File: src/rtl/multicycle_alu_if.sv
// Operand/result bus between the multi-cycle control FSM and multicycle_alu.
// Each side transfers on a clock edge where valid & ready are both high. The sender holds valid and payload steady until then; ready may move freely.
interface multicycle_alu_if #(
    parameter int WIDTH = 32
);
    logic             inValid;
    logic             inReady;
    logic [WIDTH-1:0] data1;
    logic [WIDTH-1:0] data2;
    logic [5:0]       operation;
    logic             outValid;
    logic             outReady;
    logic [WIDTH-1:0] aluResult;
    logic             zero;
    logic             divByZero;

    modport master (
        output inValid, data1, data2, operation, outReady,
        input  inReady, outValid, aluResult, zero, divByZero
    );

    modport slave (
        input  inValid, data1, data2, operation, outReady,
        output inReady, outValid, aluResult, zero, divByZero
    );
endinterface

File: src/rtl/multicycle_alu.sv
// Handshaked ALU: single-cycle logic/arith/compare ops, iterative 1-bit/cycle multiply and restoring divide.
module multicycle_alu #(
    parameter int WIDTH = 32
) (
    input  logic            clock,
    input  logic            reset_n,
    multicycle_alu_if.slave bus,
    output logic [1:0]      o_dbg_state
);
    localparam logic [1:0] S_IDLE = 2'd0;
    localparam logic [1:0] S_MUL  = 2'd1;
    localparam logic [1:0] S_DIV  = 2'd2;
    localparam logic [1:0] S_DONE = 2'd3;

    localparam logic [5:0] OP_ADD = 6'h01;
    localparam logic [5:0] OP_SUB = 6'h02;
    localparam logic [5:0] OP_AND = 6'h03;
    localparam logic [5:0] OP_OR  = 6'h04;
    localparam logic [5:0] OP_XOR = 6'h05;
    localparam logic [5:0] OP_NOT = 6'h06;
    localparam logic [5:0] OP_SHL = 6'h07;
    localparam logic [5:0] OP_SHR = 6'h08;
    localparam logic [5:0] OP_MUL = 6'h09;
    localparam logic [5:0] OP_DIV = 6'h0A;
    localparam logic [5:0] OP_MOD = 6'h0B;
    localparam logic [5:0] OP_PSB = 6'h20;
    localparam logic [5:0] OP_EQ  = 6'h21;
    localparam logic [5:0] OP_NE  = 6'h22;

    localparam logic [6:0] LP_LAST = 7'(WIDTH - 1);

    logic [1:0]       r_state;
    logic [5:0]       r_op;
    logic [6:0]       r_cnt;
    // r_a: multiplicand (MUL) or dividend shifting into quotient (DIV); r_b: multiplier or divisor.
    logic [WIDTH-1:0] r_a;
    logic [WIDTH-1:0] r_b;
    logic [WIDTH-1:0] r_acc;
    logic [WIDTH:0]   r_rem;
    logic [WIDTH-1:0] r_result;
    logic             r_zero;
    logic             r_dbz;

    logic             w_in_ready;
    logic             w_is_divmod;
    logic [WIDTH-1:0] w_comb_result;
    logic [WIDTH-1:0] w_acc_next;
    logic [WIDTH:0]   w_rem_shift;
    logic [WIDTH:0]   w_rem_diff;
    logic [WIDTH:0]   w_rem_next;
    logic [WIDTH-1:0] w_quot_next;
    logic [WIDTH-1:0] w_final;

    assign w_in_ready  = reset_n && (r_state == S_IDLE);
    assign w_is_divmod = (bus.operation == OP_DIV) || (bus.operation == OP_MOD);

    // Div/mod entries here only reach the result register when B==0.
    always_comb begin
        w_comb_result = bus.data1;
        case (bus.operation)
            OP_ADD:  w_comb_result = bus.data1 + bus.data2;
            OP_SUB:  w_comb_result = bus.data1 - bus.data2;
            OP_AND:  w_comb_result = bus.data1 & bus.data2;
            OP_OR:   w_comb_result = bus.data1 | bus.data2;
            OP_XOR:  w_comb_result = bus.data1 ^ bus.data2;
            OP_NOT:  w_comb_result = ~bus.data1;
            OP_SHL:  w_comb_result = bus.data1 << bus.data2;
            OP_SHR:  w_comb_result = bus.data1 >> bus.data2;
            OP_DIV:  w_comb_result = '1;
            OP_MOD:  w_comb_result = bus.data1;
            OP_PSB:  w_comb_result = bus.data2;
            OP_EQ:   w_comb_result = {{(WIDTH-1){1'b0}}, bus.data1 == bus.data2};
            OP_NE:   w_comb_result = {{(WIDTH-1){1'b0}}, bus.data1 != bus.data2};
            default: w_comb_result = bus.data1;
        endcase
    end

    always_comb begin
        w_acc_next  = r_b[0] ? (r_acc + r_a) : r_acc;
        w_rem_shift = {r_rem[WIDTH-1:0], r_a[WIDTH-1]};
        w_rem_diff  = w_rem_shift - {1'b0, r_b};
        w_rem_next  = w_rem_diff[WIDTH] ? w_rem_shift : w_rem_diff;
        w_quot_next = {r_a[WIDTH-2:0], ~w_rem_diff[WIDTH]};
        if (r_state == S_MUL)
            w_final = w_acc_next;
        else if (r_op == OP_DIV)
            w_final = w_quot_next;
        else
            w_final = w_rem_next[WIDTH-1:0];
    end

    always_ff @(posedge clock) begin
        if (!reset_n) begin
            r_state  <= S_IDLE;
            r_op     <= '0;
            r_cnt    <= '0;
            r_a      <= '0;
            r_b      <= '0;
            r_acc    <= '0;
            r_rem    <= '0;
            r_result <= '0;
            r_zero   <= 1'b1;
            r_dbz    <= 1'b0;
        end else begin
            case (r_state)
                S_IDLE: begin
                    if (bus.inValid) begin
                        r_op  <= bus.operation;
                        r_a   <= bus.data1;
                        r_b   <= bus.data2;
                        r_cnt <= '0;
                        r_acc <= '0;
                        r_rem <= '0;
                        if (bus.operation == OP_MUL) begin
                            r_state <= S_MUL;
                        end else if (w_is_divmod && (bus.data2 != '0)) begin
                            r_state <= S_DIV;
                        end else begin
                            r_result <= w_comb_result;
                            r_zero   <= (w_comb_result == '0);
                            r_dbz    <= w_is_divmod;
                            r_state  <= S_DONE;
                        end
                    end
                end
                S_MUL, S_DIV: begin
                    r_cnt <= r_cnt + 7'd1;
                    if (r_state == S_MUL) begin
                        r_acc <= w_acc_next;
                        r_a   <= r_a << 1;
                        r_b   <= r_b >> 1;
                    end else begin
                        r_rem <= w_rem_next;
                        r_a   <= w_quot_next;
                    end
                    if (r_cnt == LP_LAST) begin
                        r_result <= w_final;
                        r_zero   <= (w_final == '0);
                        r_dbz    <= 1'b0;
                        r_state  <= S_DONE;
                    end
                end
                S_DONE: begin
                    if (bus.outReady)
                        r_state <= S_IDLE;
                end
                default: r_state <= S_IDLE;
            endcase
        end
    end

    assign bus.inReady   = w_in_ready;
    assign bus.outValid  = (r_state == S_DONE);
    assign bus.aluResult = r_result;
    assign bus.zero      = r_zero;
    assign bus.divByZero = r_dbz;
    assign o_dbg_state   = r_state;
endmodule
File: src/flat_wrapper.sv
// flat-port wrapper written by rule: the top's interface ports become plain ports
module multicycle_alu_flat 
#(
    parameter int WIDTH = 32
)
  (clock, reset_n, o_dbg_state, bus_inValid, bus_data1, bus_data2, bus_operation, bus_outReady, bus_inReady, bus_outValid, bus_aluResult, bus_zero, bus_divByZero);
  multicycle_alu_if #(.WIDTH(WIDTH)) bus_i ();
  input  logic clock;
  input  logic reset_n;
  output logic [1:0] o_dbg_state;
  input wire logic [$bits(bus_i.inValid)-1:0] bus_inValid;
  input wire logic [$bits(bus_i.data1)-1:0] bus_data1;
  input wire logic [$bits(bus_i.data2)-1:0] bus_data2;
  input wire logic [$bits(bus_i.operation)-1:0] bus_operation;
  input wire logic [$bits(bus_i.outReady)-1:0] bus_outReady;
  output wire logic [$bits(bus_i.inReady)-1:0] bus_inReady;
  output wire logic [$bits(bus_i.outValid)-1:0] bus_outValid;
  output wire logic [$bits(bus_i.aluResult)-1:0] bus_aluResult;
  output wire logic [$bits(bus_i.zero)-1:0] bus_zero;
  output wire logic [$bits(bus_i.divByZero)-1:0] bus_divByZero;
  assign bus_i.inValid = bus_inValid;
  assign bus_i.data1 = bus_data1;
  assign bus_i.data2 = bus_data2;
  assign bus_i.operation = bus_operation;
  assign bus_i.outReady = bus_outReady;
  assign bus_inReady = bus_i.inReady;
  assign bus_outValid = bus_i.outValid;
  assign bus_aluResult = bus_i.aluResult;
  assign bus_zero = bus_i.zero;
  assign bus_divByZero = bus_i.divByZero;
  multicycle_alu #(.WIDTH(WIDTH)) u_core (.clock(clock), .reset_n(reset_n), .bus(bus_i), .o_dbg_state(o_dbg_state));
endmodule
File: config.mk
export PLATFORM = sky130hd
export DESIGN_NAME = multicycle_alu_flat
export DESIGN_NICKNAME = d
export VERILOG_FILES = /design/src/rtl/multicycle_alu_if.sv /design/src/rtl/multicycle_alu.sv /design/src/flat_wrapper.sv
export SDC_FILE = /design/constraint.sdc
export NUM_CORES = 1
export LEC_CHECK = 0
export ABC_AREA = 0
export CORE_ASPECT_RATIO = 2
export CORE_MARGIN = 2
export CORE_UTILIZATION = 65
export CTS_CLUSTER_DIAMETER = 80
export DETAILED_ROUTE_END_ITERATION = 8
export DONT_BUFFER_PORTS = 1
export GPL_TIMING_DRIVEN = 0
export PLACE_DENSITY = 0.81
export SLEW_MARGIN = 25
export SYNTH_ARGS = -nofsm -noshare
export SYNTH_HDL_FRONTEND = slang
export SYNTH_SLANG_ARGS = --single-unit
File: constraint.sdc
create_clock -name clock -period 6.4 [get_ports clock]
set_clock_uncertainty 0.2 [all_clocks]
set_input_delay 1.28 -clock clock [delete_from_list [all_inputs] [get_ports clock]]
set_output_delay 1.28 -clock clock [all_outputs]
set_load 0.005 [all_outputs]
==> reports/results.tsv, run 1 <==
metric	value	unit
cts_setup_buffers	0	
cts_sinks	177	
ios	112	
start_util	0.6537	
synth_compound_area_frac	0.3269	
synth-main-ff-cell	dfxtp_1	
cts_hold_buffers	0	
synth_nets	3300	
fp.dieW	136.3	um
gp_congestion	1.352	
synth_cell_types	98	
yosys.area_share.simple	0.2052	
numPortBuffers	0	
stop_stage	global routing (5_1_grt)	
clockRootBuffer	clkbuf_16	
dp_hpwl	99880	um
grt_pass1_wl	243700	um
muxShareOfSynthArea	0.1147	
seq_area_frac_synth	0.1556	
grtUsageTotal	0.8589	
postSynthCellCount	3058	
cts_inserted_buffers	17	
grt_overflow	1238	
cts_resized	22	
synth_seq_cells	177	
syn_area	22770	sq um
h-tree-depth	4	
avgSynthCellArea	7.446	sq um
tool.error	[ERROR GRT-0116] Global routing finished with congestion. Check the congestion regions in the DRC Viewer.	
synth_adder_area_share	0.09363	
synth_top_family_by_area	compound AO/OA/AOI/OAI gates	
status	did not finish	
clockBufferDepth	2	
ys_async_sr_fraction	0	
ys_warn_count	0	
grt_pass1_vias	32720	
synth_edf_count	0	
rows	97	
yosys.area_share.xor_xnor	0.02769	
grt_max_degree	21	
die_h	268.7	um
[metal layers]
metal / track usage / overflow
met5: 0.2597 / 6
met4: 0.9412 / 374
met3: 0.6973 / 43
met2: 1.063 / 805
met1: 0.8000 / 10
[Yosys cell counts, types with 14 or more instances]
library cell,instances,share of area
a2111oi_0,14,0.0054
a211o_1,16,0.0062
a211oi_1,47,0.015
a21boi_0,15,0.0049
a21o_1,47,0.015
a21oi_1,203,0.045
a221oi_1,23,0.0088
a222oi_1,19,0.0084
a22oi_1,42,0.014
a31oi_1,43,0.012
and2_1,51,0.014
and3_1,26,0.0071
buf_1,24,0.0040
buf_2,42,0.0092
clkbuf_1,191,0.031
dfxtp_1,177,0.16
ha_1,164,0.090
inv_1,150,0.025
mux2_2,34,0.017
mux2i_1,88,0.039
mux4_2,50,0.049
nand2_1,334,0.055
nand2b_1,22,0.0060
nand3_1,67,0.015
nand4_1,35,0.0096
nor2_1,218,0.036
nor2b_1,70,0.019
nor3_1,61,0.013
nor4_1,22,0.0060
o2111ai_1,16,0.0062
o211a_1,58,0.025
o211ai_1,111,0.037
o21a_1,17,0.0056
o21ai_0,187,0.041
o22ai_1,26,0.0071
o31ai_1,15,0.0049
or3_1,17,0.0047
xnor2_1,44,0.017
xor2_1,28,0.011
[per-stage QoR]
step | TNS (ns) | setup WS [ns] | hold WS [ns] | instances | instance area (sq um)
floorplan | 0 | 0.4354 | 0.2316 | 3058 | 22770
global placement | -18.08 | -2.059 | 0.2431 | 3503 | 23330
detailed placement | -17.99 | -1.982 | 0.2519 | 3506 | 23360
CTS | 0 | 0.06291 | 0.2624 | 3535 | 24030
[cells by family after synthesis]
| family | Yosys count |
|---|---|
| AOI/OAI and AO/OA | 1061 |
| xor gates and xnor gates | 72 |
| adders and majority gates | 168 |
| buffers and inverters | 424 |
| DFF | 177 |
| muxes | 181 |
| and+or+nand+nor | 975 |
==> run 2, diff against run 1 <==
Settings changed: CORE_ASPECT_RATIO 2 to not set, CORE_UTILIZATION 65 to 40, CTS_CLUSTER_DIAMETER 80 to not set, PLACE_DENSITY 0.81 to not set, PLACE_DENSITY_LB_ADDON set to 0.15.
==> run 2 against run 1 <==
  * The run now ends clean
  * Synthesized cell count is the same
  * Synthesized area is the same
==> reports/results.tsv, run 2 <==
metric	value	unit	change
synth_cell_types	98		unchanged
routed-wl-met2	60330	um	
peakVddDrop	215.2	uV	
criticalPathCategory	in2reg		
start_util	0.4038		-0.2499
ios	112		unchanged
crit_fanout	10		
final_layout_size_suffix_gt1_frac	0.08115		
drtPass1Iterations	9		
dp_hpwl	108900	um	+9.1%
cts_hold_buffers	0		unchanged
finalCritPeriodShare	0.9940		
crit_slowest_cell	or4b_2		
synthTopCellsByCount	nand2_1 (334), nor2_1 (218), a21oi_1 (203)		
postSynthCellCount	3058		unchanged
worst_ep_required_time	6.61	ns	
final_max_slew_viol_count	0		
insertion_delay	0.47	ns	
setup_violations	0		
ys_warn_count	0		unchanged
arrival	6.58	ns	
clockBufferDepth	2		unchanged
layout_common_cells	nand2_1 (334), nor2_1 (217), a21oi_1 (202)		
grt_overflow	0		
power.leakage	9.793	nW	
final_cell_count_no_fill	3849		
vias	27010		
synth_area_leaders	dfxtp_1 (16%), ha_1 (9.0%), nand2_1 (5.5%)		
path_delay_family	compound AO/OA/AOI/OAI gates		
cts_sinks	177		unchanged
synth-main-ff-cell	dfxtp_1		
wl_per_cell	34.89	um	
status	complete, no violations		
yosys.area.top_type	dfxtp_1		
finalCriticalPeriod	6.362	ns	
wl	134300	um	
cts_inserted_buffers	17		unchanged
routed_via_density	7.017		
cp-start-kind	primary input		
tns	0	ns	
drcViolationCount	0		
synth_seq_cells	177		unchanged
coreArea	56390	sq um	
ant_nets	0		
gp_congestion	1.099		-19%
hold_viol	0		
rsz0062_at_grt	no		
fp.dieW	242.6	um	+78%
grt_pass1_wl	187900	um	
slew_headroom	0.1790		
grt_pass1_vias	25500		
path_buf_inv	3		
critPathMaxStageDelay	0.63	ns	
syn_area	22770	sq um	unchanged
synth_nets	3300		unchanged
numPortBuffers	0		unchanged
synth_most_common_cell	nand2_1		
dp_cells	3819		+8.9%
clockRootBuffer	clkbuf_16		
seq_area_frac_synth	0.1556		unchanged
end_kind	register		
powerDensity	287.2	nW/um^2	
drv_cap	0		
fmax	157.2	MHz	
wl_met3	13020	um	
fp.dieArea	58850	sq um	
holdCritPathClass	reg2reg		
topRoutingLayerUsed	met5		
cts_tree	built		
die_h	242.6	um	-9.7%
wl_met1	47900	um	
ys_async_sr_fraction	0		unchanged
avgSynthCellArea	7.446	sq um	unchanged
layout.nets	3322		
synth_top_area_frac	0.1556		unchanged
grt_max_degree	21		
h-tree-depth	4		unchanged
syn_to_final_growth	7.836	%	
drt_iter0_drc	3821		
worst-r2r-setup-slack	0.31	ns	
fillCellCount	5931		
synth_edf_count	0		unchanged
total_power	0.007051	W	
crit_chain	clkbuf_1, inv_1, ha_1, clkbuf_1, a211o_1, a21oi_1, o311ai_2, a2111oi_2, nor2_1, a31o_2, mux2i_1, nor2_1, or4b_2, o32ai_1, nand2_1, o311ai_1, a31o_1		
worst_pin_slew	1.224	ns	
rows	87		-10%
grt_antenna_before_repair	1		
grtUsageTotal	0.4389		
clk_pin_slew	0.08	ns	
final_common_cell	nand2_1		
n_antenna_cell	0		
==> run 2: cell counts after synthesis <==
No cell type changed its count.
==> run 2: worst register-to-register path: stages, from the launching register on <==
cell      delay (ns)
dfxtp_1         0.35
inv_1           0.14
ha_1            0.20
inv_1           0.06
fa_1            0.42
a211oi_1        0.31
o211ai_1        0.27
nand3_1         0.14
nand4_1         0.34
and4_1          0.32
buf_2           0.16
nor2_4          0.20
buf_4           0.26
buf_1           0.61
buf_1           0.70
mux2i_1         0.59
o221ai_1        0.22
o211ai_1        0.34
a21boi_0        0.13
==> run 2: layout make-up <==
type | count | area [sq um] | area share
Tap cell | 756 | 945.9 | 0.03852
Inverter | 154 | 584.3 | 0.02380
Clock buffer | 18 | 439.2 | 0.01789
Multi-Input combinational cell | 2457 | 17660 | 0.7192
Buffer | 266 | 1176 | 0.04790
Timing Repair Buffer | 7 | 45.04 | 0.001834
Sequential cell | 177 | 3543 | 0.1443
Clock inverter | 14 | 160.2 | 0.006522
==> run 2: logic make-up (layout without fill, tap and decap cells) <==
| group | count (synthesis) | in the layout | share of synthesized area |
|---|---|---|---|
| DFF | 177 | 177 | 0.1556 |
| xor gates and xnor gates | 72 | 72 | 0.02769 |
| buffers and inverters | 424 | 459 | 0.07627 |
| muxes | 181 | 181 | 0.1147 |
| and+or+nand+nor | 975 | 975 | 0.2052 |
| adders and majority gates | 168 | 168 | 0.09363 |
| AOI/OAI and AO/OA | 1061 | 1061 | 0.3269 |
==> run 2: timing repair <==
action | in CTS | in global routing
setup endpoints to repair | 23 | 1
gates resized for setup | 29 | 27
cloned | 0 | 0
buffers inserted | 1 | 0
pin swaps | 1 | 0
==> run 2: stage by stage <==
stage	setup WS [ns]	hold WS [ns]	cell area (sq um)	utilization
after global routing	0.02532	0.2872	24550	0.4355
after detailed placement	-2.294	0.2489	23800	0.4220
after CTS	0.04399	0.2603	24510	0.4346
after global placement	-2.663	0.2399	23720	0.4206
final	0.03815	0.2605	24550	0.4355
after floorplan	0.4354	0.2316	22770	-
==> run 2: final timing paths <==
| path | from | endpoint | depth (start not counted) |
|---|---|---|---|
| max | bus_data1[10] | u_core.bus.zero | 17 |
| min reg2reg | u_core.r_op[0] | u_core.r_op[0] | 2 |
| max reg2reg | u_core.r_a[31] | u_core.bus.aluResult[1] | 18 |
| min | u_core.r_op[0] | u_core.r_op[0] | 2 |
==> run 2: routing by layer <==
| metal | GRT usage | up-vias |
|---|---|---|
| li1 | - | 11510 |
| met1 | 0.5044 | 13080 |
| met2 | 0.7210 | 1929 |
| met3 | 0.08359 | 497 |
| met4 | 0.3381 | 2 |
| met5 | 0 | - |
==> run 2: where the power goes <==
part / internal [W] / total (W) / switching (W)
logic: 0.00131 / 0.00435 / 0.00303
clock network: 0.000535 / 0.00108 / 0.000541
registers: 0.00133 / 0.00163 / 0.000297
total: 0.00318 / 0.00705 / 0.00387
Note: power is estimated with default switching activity, not from simulation.
